File: src/rtl/qtcore_scan_master.sv
// Scan-chain initiator for qtcore_a1: byte-wise scan exchange and bounded processor runs.
// Optional CRC-8 over returned bytes when SCAN_MASTER_CRC_EN is defined.
module qtcore_scan_master #(
  parameter int CHAIN_LEN = 168,
  parameter int RUN_MIN   = 4,
  parameter int CNT_W     = 16
) (
  input  logic             clk_in,
  input  logic             rst_in,
  input  logic             cmd_valid,
  input  logic             cmd_run,
  input  logic [CNT_W-1:0] cmd_max,
  output logic             busy,
  input  logic [7:0]       in_data,
  input  logic             in_valid,
  output logic             in_ready,
  output logic [7:0]       out_data,
  output logic             out_valid,
  input  logic             out_ready,
  output logic             scan_en_out,
  output logic             scan_bit_out,
  input  logic             scan_bit_in,
  output logic             proc_en_out,
  input  logic             halt_in,
  output logic [CNT_W-1:0] run_cycles
`ifdef SCAN_MASTER_CRC_EN
  ,
  output logic [7:0]       crc_out
`endif
);

  localparam int NBYTES = CHAIN_LEN / 8;
  localparam int BC_W   = $clog2(NBYTES + 1);

  typedef enum logic [2:0] {
    S_IDLE,
    S_LOAD,
    S_SHIFT,
    S_PUSH,
    S_GAP,
    S_RUN
  } state_t;

  state_t           state_q, state_d;
  logic [BC_W-1:0]  byte_cnt_q, byte_cnt_d;
  logic [3:0]       bit_cnt_q, bit_cnt_d;
  logic [7:0]       tx_q, tx_d;
  logic [7:0]       rx_q, rx_d;
  logic [CNT_W-1:0] budget_q, budget_d;
  logic [CNT_W-1:0] cnt_q, cnt_d;
  logic [CNT_W-1:0] run_cycles_q, run_cycles_d;
  logic             scan_en_q, scan_en_d;
  logic             proc_en_q, proc_en_d;
  logic             run_done;

`ifdef SCAN_MASTER_CRC_EN
  logic [7:0]       crc_q, crc_d;

  function automatic logic [7:0] crc8_byte(input logic [7:0] crc, input logic [7:0] d);
    logic [7:0] c;
    c = crc ^ d;
    for (int i = 0; i < 8; i++) begin
      c = c[7] ? ((c << 1) ^ 8'h07) : (c << 1);
    end
    return c;
  endfunction
`endif

  // Exit is decided before another enabled cycle is granted.
  assign run_done = (cnt_q == budget_q) ||
                    ((cnt_q >= CNT_W'(RUN_MIN)) && halt_in);

  always_comb begin
    state_d      = state_q;
    byte_cnt_d   = byte_cnt_q;
    bit_cnt_d    = bit_cnt_q;
    tx_d         = tx_q;
    rx_d         = rx_q;
    budget_d     = budget_q;
    cnt_d        = cnt_q;
    run_cycles_d = run_cycles_q;
`ifdef SCAN_MASTER_CRC_EN
    crc_d        = crc_q;
`endif
    case (state_q)
      S_IDLE: begin
        if (cmd_valid) begin
          if (cmd_run) begin
            state_d      = S_RUN;
            budget_d     = cmd_max;
            cnt_d        = '0;
            run_cycles_d = '0;
          end else begin
            state_d    = S_LOAD;
            byte_cnt_d = BC_W'(NBYTES);
`ifdef SCAN_MASTER_CRC_EN
            crc_d      = 8'h00;
`endif
          end
        end
      end
      S_LOAD: begin
        if (in_valid) begin
          tx_d      = in_data;
          bit_cnt_d = 4'd8;
          state_d   = S_SHIFT;
        end
      end
      S_SHIFT: begin
        // Tail is sampled on the same edge the core shifts: pre-shift value.
        tx_d      = {tx_q[6:0], 1'b0};
        rx_d      = {rx_q[6:0], scan_bit_in};
        bit_cnt_d = bit_cnt_q - 4'd1;
        if (bit_cnt_q == 4'd1) state_d = S_PUSH;
      end
      S_PUSH: begin
        if (out_ready) begin
          byte_cnt_d = byte_cnt_q - BC_W'(1);
`ifdef SCAN_MASTER_CRC_EN
          crc_d      = crc8_byte(crc_q, rx_q);
`endif
          state_d    = (byte_cnt_q == BC_W'(1)) ? S_GAP : S_LOAD;
        end
      end
      S_GAP: begin
        state_d = S_IDLE;
      end
      S_RUN: begin
        if (run_done) begin
          run_cycles_d = cnt_q;
          state_d      = S_IDLE;
        end else begin
          cnt_d = cnt_q + CNT_W'(1);
        end
      end
      default: state_d = S_IDLE;
    endcase
    scan_en_d = (state_d == S_SHIFT);
    proc_en_d = (state_q == S_RUN) && !run_done;
  end

  always_ff @(posedge clk_in or posedge rst_in) begin
    if (rst_in) begin
      state_q      <= S_IDLE;
      byte_cnt_q   <= '0;
      bit_cnt_q    <= '0;
      tx_q         <= '0;
      rx_q         <= '0;
      budget_q     <= '0;
      cnt_q        <= '0;
      run_cycles_q <= '0;
      scan_en_q    <= 1'b0;
      proc_en_q    <= 1'b0;
`ifdef SCAN_MASTER_CRC_EN
      crc_q        <= 8'h00;
`endif
    end else begin
      state_q      <= state_d;
      byte_cnt_q   <= byte_cnt_d;
      bit_cnt_q    <= bit_cnt_d;
      tx_q         <= tx_d;
      rx_q         <= rx_d;
      budget_q     <= budget_d;
      cnt_q        <= cnt_d;
      run_cycles_q <= run_cycles_d;
      scan_en_q    <= scan_en_d;
      proc_en_q    <= proc_en_d;
`ifdef SCAN_MASTER_CRC_EN
      crc_q        <= crc_d;
`endif
    end
  end

  assign busy         = (state_q != S_IDLE);
  assign in_ready     = (state_q == S_LOAD);
  assign out_valid    = (state_q == S_PUSH);
  assign out_data     = rx_q;
  assign scan_en_out  = scan_en_q;
  assign scan_bit_out = tx_q[7];
  assign proc_en_out  = proc_en_q;
  assign run_cycles   = run_cycles_q;
`ifdef SCAN_MASTER_CRC_EN
  assign crc_out      = crc_q;
`endif

endmodule

File: config.mk
export PLATFORM = sky130hd
export DESIGN_NAME = qtcore_scan_master
export DESIGN_NICKNAME = d
export VERILOG_FILES = /design/src/rtl/qtcore_scan_master.sv
export SDC_FILE = /design/constraint.sdc
export NUM_CORES = 1
export LEC_CHECK = 0
export CORE_AREA = 2 2 117 119
export CTS_CLUSTER_DIAMETER = 100
export DETAILED_ROUTE_END_ITERATION = 8
export DIE_AREA = 0 0 119 121
export MAX_ROUTING_LAYER = met4
export PLACE_DENSITY = 0.49
export RECOVER_POWER = 50
export SLEW_MARGIN = 30
export SYNTH_ARGS = -nofsm -noshare
export SYNTH_HDL_FRONTEND = slang
export SYNTH_SLANG_ARGS = --single-unit
File: constraint.sdc
create_clock -name clk_in -period 6.2 [get_ports clk_in]
set_input_delay 1.24 -clock clk_in [delete_from_list [all_inputs] [get_ports clk_in]]
set_output_delay 1.24 -clock clk_in [all_outputs]
set_load 0.005 [all_outputs]
==> Word-level counts from Yosys, hierarchy flattened <==
Cells that the tools add are included.
{ "totals": {"ff_bits": 78} }
{ "classes": {"add_sub_neg": 3, "magnitude_cmp": 1, "eq_ne": 15, "n_mux": 22, "n_reduce_logical": 14} }
{ "op_table": {"columns": ["cell", "count"], "rows": [
  ["16-bit 2-to-1 mux", 4],
  ["16-bit case mux with 2 select lines", 2],
  ["3-bit 2-to-1 mux", 7],
  ["16-bit by 1-bit adder with 16-bit output, second input constant", 1],
  ["16-bit == test", 1],
  ["16-bit by 3-bit >= comparator with 1-bit output, second input constant", 1],
  ["8-bit case mux with 2 select lines", 1],
  ["5-bit 2-to-1 mux", 3],
  ["3-bit case mux with 5 select lines", 1],
  ["2-bit inequality test, second input constant", 6],
  ["4-bit AND reduction", 3],
  ["5-bit case mux with 2 select lines", 1],
  ["3-bit by 2-bit == test with 1-bit output, second input constant", 3],
  ["8-bit 2-to-1 mux", 1],
  ["4-bit case mux with 2 select lines", 1],
  ["2-bit nonzero test", 3],
  ["5-bit by 1-bit == test with 1-bit output, second input constant", 1],
  ["5-bit by 1-bit subtractor with 5-bit output, second input constant", 1],
  ["4-bit by 1-bit == test with 1-bit output, second input constant", 1],
  ["4-bit 2-to-1 mux", 1],
  ["4-bit by 1-bit subtractor with 4-bit output, second input constant", 1],
  ["3-bit by 1-bit == test with 1-bit output, second input constant", 1],
  ["3-bit == test, second input constant", 1],
  ["3-bit zero test", 1],
  ["other kinds (7)", 8]
]} }

==> Longest topological paths before layout <==
{ "depth": {"word_depth": 6, "depth_mapped": 9, "depth_no_buf": 6} }

==> Least setup slack after synthesis <==
Ideal clock, no wire load.
{ "synth_timing": {"path_kind": "in2reg", "startpoint": "input cmd_valid", "endpoint": "register byte_cnt_q[4]", "setup_time_ns": 0.128, "t_arrival_ns": 2.349, "path_slack_ns": 3.722, "cell_stages": 5, "path_cell_list": "or4b_1 > o2bb2ai_1 > nand3_1 > xor2_1 > o21ai_0"} }
{ "synth_via": {"elab_chain_cells": 2} }
{ "synth_rtl": {"columns": ["item", "line_no", "source"], "rows": [
  ["from (decl)", "10", "input logic cmd_valid,"],
  ["2-bit inequality test (no line)", null, null],
  ["4-bit AND reduction (no line)", null, null],
  ["to (signal assigned)", "159", "byte_cnt_q <= byte_cnt_d;"],
  ["to (decl)", "45", "logic [BC_W-1:0] byte_cnt_q, byte_cnt_d;"]
]} }
No other way between the ends.
A chain may end at the register's enable or synchronous reset.

==> Final worst setup path <==
{ "layout_timing": {"startpoint": "register state_q[0]", "endpoint": "output in_ready"} }
{ "layout_via": {"elab_chain_cells": 1} }
{ "layout_rtl": {"columns": ["item", "line_no", "source"], "rows": [
  ["from (decl)", "44", "state_t state_q, state_d;"],
  ["from (signal assigned)", "158", "state_q <= state_d;"],
  ["3-bit by 1-bit == test with 1-bit output", "175", "assign in_ready = (state_q == S_LOAD);"],
  ["to (decl)", "16", "output logic in_ready,"]
]} }
No other way between the ends.

==> results.sh <==
export IMPL_status="complete, no violations"
export IMPL_clock_sinks=78
export IMPL_p_sw_mw=0.639
export IMPL_placementRows=42
export IMPL_path_clk_slew_ns=0.06
export IMPL_arrival_ns=1.83
export IMPL_die_height_um=121
export IMPL_hold_viol_final=0
export IMPL_routed_wl_mm=8.94
export IMPL_max_slew_margin=0.379
export IMPL_yosys_top_cells_area="dfrtp_1, nand2_1, mux2i_1"
export IMPL_cts_buffers=9
export IMPL_first_global_vias=3210
export IMPL_fin_worst_skew_ns=0.00880
export IMPL_ir_drop_mv=0.189
export IMPL_clk_path_buf_depth=2
export IMPL_drtIter0Drc=148
export IMPL_p_comb_frac=0.298
export IMPL_worstPathMaxFanout=10
export IMPL_tightest_slew_ns=0.931
export IMPL_track_usage=0.139
export IMPL_ant_nets=0
export IMPL_yosys_register_bits=78
export IMPL_p_leak_nw=2.27
export IMPL_num_antenna_cells=0
export IMPL_routedWlPerCell_um=13.8
export IMPL_final_util=0.376
export IMPL_root_buffer="clkbuf_16"
export IMPL_initial_core_util=0.294
export IMPL_drive_above_1_share=0.0553
export IMPL_crit_type="reg2out"
export IMPL_cts_setup_buffers=0
export IMPL_yosysSeqAreaShare=0.507
export IMPL_syn_num_nets=452
export IMPL_yosysTopAreaCellShare=0.507
export IMPL_period_needed_ns=3.07
export IMPL_die_area_um2=14400
export IMPL_drv_slew=0
export IMPL_crit_family="buffers and inverters"
export IMPL_worst_slack_ns=3.13
export IMPL_grt_max_degree=79
export IMPL_dr_pass1_iters=4
export IMPL_rrSetupSlack_ns=3.29
export IMPL_finalNetCount=503
export IMPL_setup_tns_final_ns=0
export IMPL_clock_fmax_ghz=0.326
export IMPL_p_int_mw=1.28
export IMPL_area_delta_synth_final_pct=27.7
export IMPL_synth_commonest_cells="nand2_1, dfrtp_1, inv_1, nor2_1, xor2_1"
export IMPL_avgViaCountPerCell=4.70
export IMPL_syn_area_um2=3850
export IMPL_die_width_um=119
export IMPL_power_density_nw_per_um2=390
export IMPL_netSwitchingFraction=0.334
export IMPL_grt_ovfl_total=0
export IMPL_synth_top_area_cell="dfrtp_1"
export IMPL_io_buffers=61
export IMPL_yosys_cell_count_top_type="nand2_1"
export IMPL_syn_avg_cell_area_um2=9.29
export IMPL_insertion_delay_ns=0.34
export IMPL_cp_required_ns=4.96
export IMPL_setup_violations=0
export IMPL_drc_errors=0
export IMPL_cts_tree="yes"
export IMPL_rsz0062_at_grt="no"
export IMPL_min_period_over_period=0.496
export IMPL_grt_first_pass_wirelength_mm=15.5
export IMPL_synth_edf_count=0
export IMPL_core_area_um2=13100
export IMPL_dp_slack_ns=2.83
export IMPL_cpMaxStageDelayCell="clkdlybuf4s50_1"
export IMPL_holdWs_ns=0.470
export IMPL_antenna_found_initial=0
export IMPL_clockPowerShare=0.283
export IMPL_crit_chain="nor3b_1 > clkdlybuf4s50_1"
export IMPL_pwr_share_seq=0.419
export IMPL_drv_cap=0
export IMPL_h_tree_depth=3
export IMPL_worstSetupEndpointType="output port"
export IMPL_slowest_delay_ns=0.58
export IMPL_crit_buf_inv=1
export IMPL_worstSetupStartpointType="flop"
export IMPL_async_flop_share=1.00
export IMPL_synth_distinct_cells=48
export IMPL_ys_warn_count=0
export IMPL_io_pins=62
export IMPL_num_vias=3036
export IMPL_gpl_final_weighted_congestion=0.767
export IMPL_dp_hpwl_mm=6.16
export IMPL_synth_flop_cell="dfrtp_1"
export IMPL_syn_inst=414
export IMPL_hold_buffers=0
export IMPL_ctsResizeCount=0
export IMPL_min_path_type="reg2reg"
[per-layer routing]
metal / up-vias / track usage / wire length, um
li1: 1502 / - / -
met1: 1451 / 0.172 / 4110
met2: 69 / 0.216 / 4170
met3: 14 / 0.0451 / 489
met4: 0 / 0.0469 / 171
met5: - / - / 0
[cell families after synthesis]
kind of cell,after synthesis,share of synthesized area
AO/OA/AOI/OAI,46,0.0790
AND/OR/NAND/NOR,197,0.246
flip-flops,78,0.507
buffers and inverters,48,0.0533
XOR/XNOR,20,0.0455
multiplexers,19,0.0498
adder cells (fa/ha/maj),6,0.0195
[final cells by class]
type / count / area (um2)
Clock buffer: 11 / 253
Clock inverter: 5 / 57.6
Fill cell: 1347 / 8170
Inverter: 24 / 91.3
Multi-Input combinational cell: 288 / 1700
Sequential cell: 78 / 1950
Tap cell: 176 / 220
Timing Repair Buffer: 64 / 637
[state kept, by name (all words and copies together) (netlist names)]
signal       cells
bit_cnt_q        4
budget_q        16
byte_cnt_q       5
cnt_q           16
out_data         8
proc_en_out      1
run_cycles      16
scan_en_out      1
state_q          3
tx_q             8
[final timing paths]
| check | cells past startpoint | endpoint | startpoint |
|---|---|---|---|
| max in group asynchronous | 3 | tx_q[2]$_DFFE_PP0P_ | rst_in |
| worst max-delay path | 2 | in_ready | state_q[0]$_DFF_PP0_ |
| min in group asynchronous | 3 | out_data[3]$_DFFE_PP0P_ | rst_in |
| worst min-delay path | 1 | bit_cnt_q[3]$_DFFE_PP0P_ | bit_cnt_q[3]$_DFFE_PP0P_ |
| worst min register to register | 1 | bit_cnt_q[3]$_DFFE_PP0P_ | bit_cnt_q[3]$_DFFE_PP0P_ |
| worst max register to register | 5 | run_cycles[9]$_DFFE_PP0P_ | cnt_q[6]$_DFFE_PP0P_ |
[cell usage in the layout, fill, tap and decap left out, drive strengths merged, types with 2 or more instances in the layout]
master,netlist,final
a21oi,12,12
a31oi,2,2
and2,3,3
and3,3,3
buf,9,3
clkbuf,15,11
clkdlybuf4s50,0,59
clkinv,0,4
dfrtp,78,78
dlygate4sd3,0,2
ha,6,6
inv,24,23
mux2i,18,18
nand2,105,105
nand3,13,13
nand3b,4,4
nand4,4,4
nor2,24,24
nor3,5,5
nor3b,2,2
nor4,9,9
o211ai,2,2
o21ai,10,10
o22ai,6,6
o31ai,7,7
or2,3,3
or3,8,8
or4,7,7
or4b,2,2
xor2,20,20
[through the flow]
step | std cells | instance area, um2 | total power, mW
floorplan | 414 | 3850 | 1.15
global placement | 630 | 4590 | 1.38
detailed placement | 630 | 4600 | 1.39
CTS | 646 | 4910 | 1.95
global route | 646 | 4910 | 2.07
finish | 646 | 4910 | 1.91
[power by group through the flow]
stage	sequential (mW)	clock (mW)	combinational, mW
3_3_place_gp	0.809	0	0.567
4_1_cts	0.806	0.557	0.583
6_report	0.803	0.541	0.570
2_1_floorplan	0.766	0	0.380
3_5_place_dp	0.812	0	0.580
5_1_grt	0.829	0.581	0.658
Power figures use the tool's default switching activity.
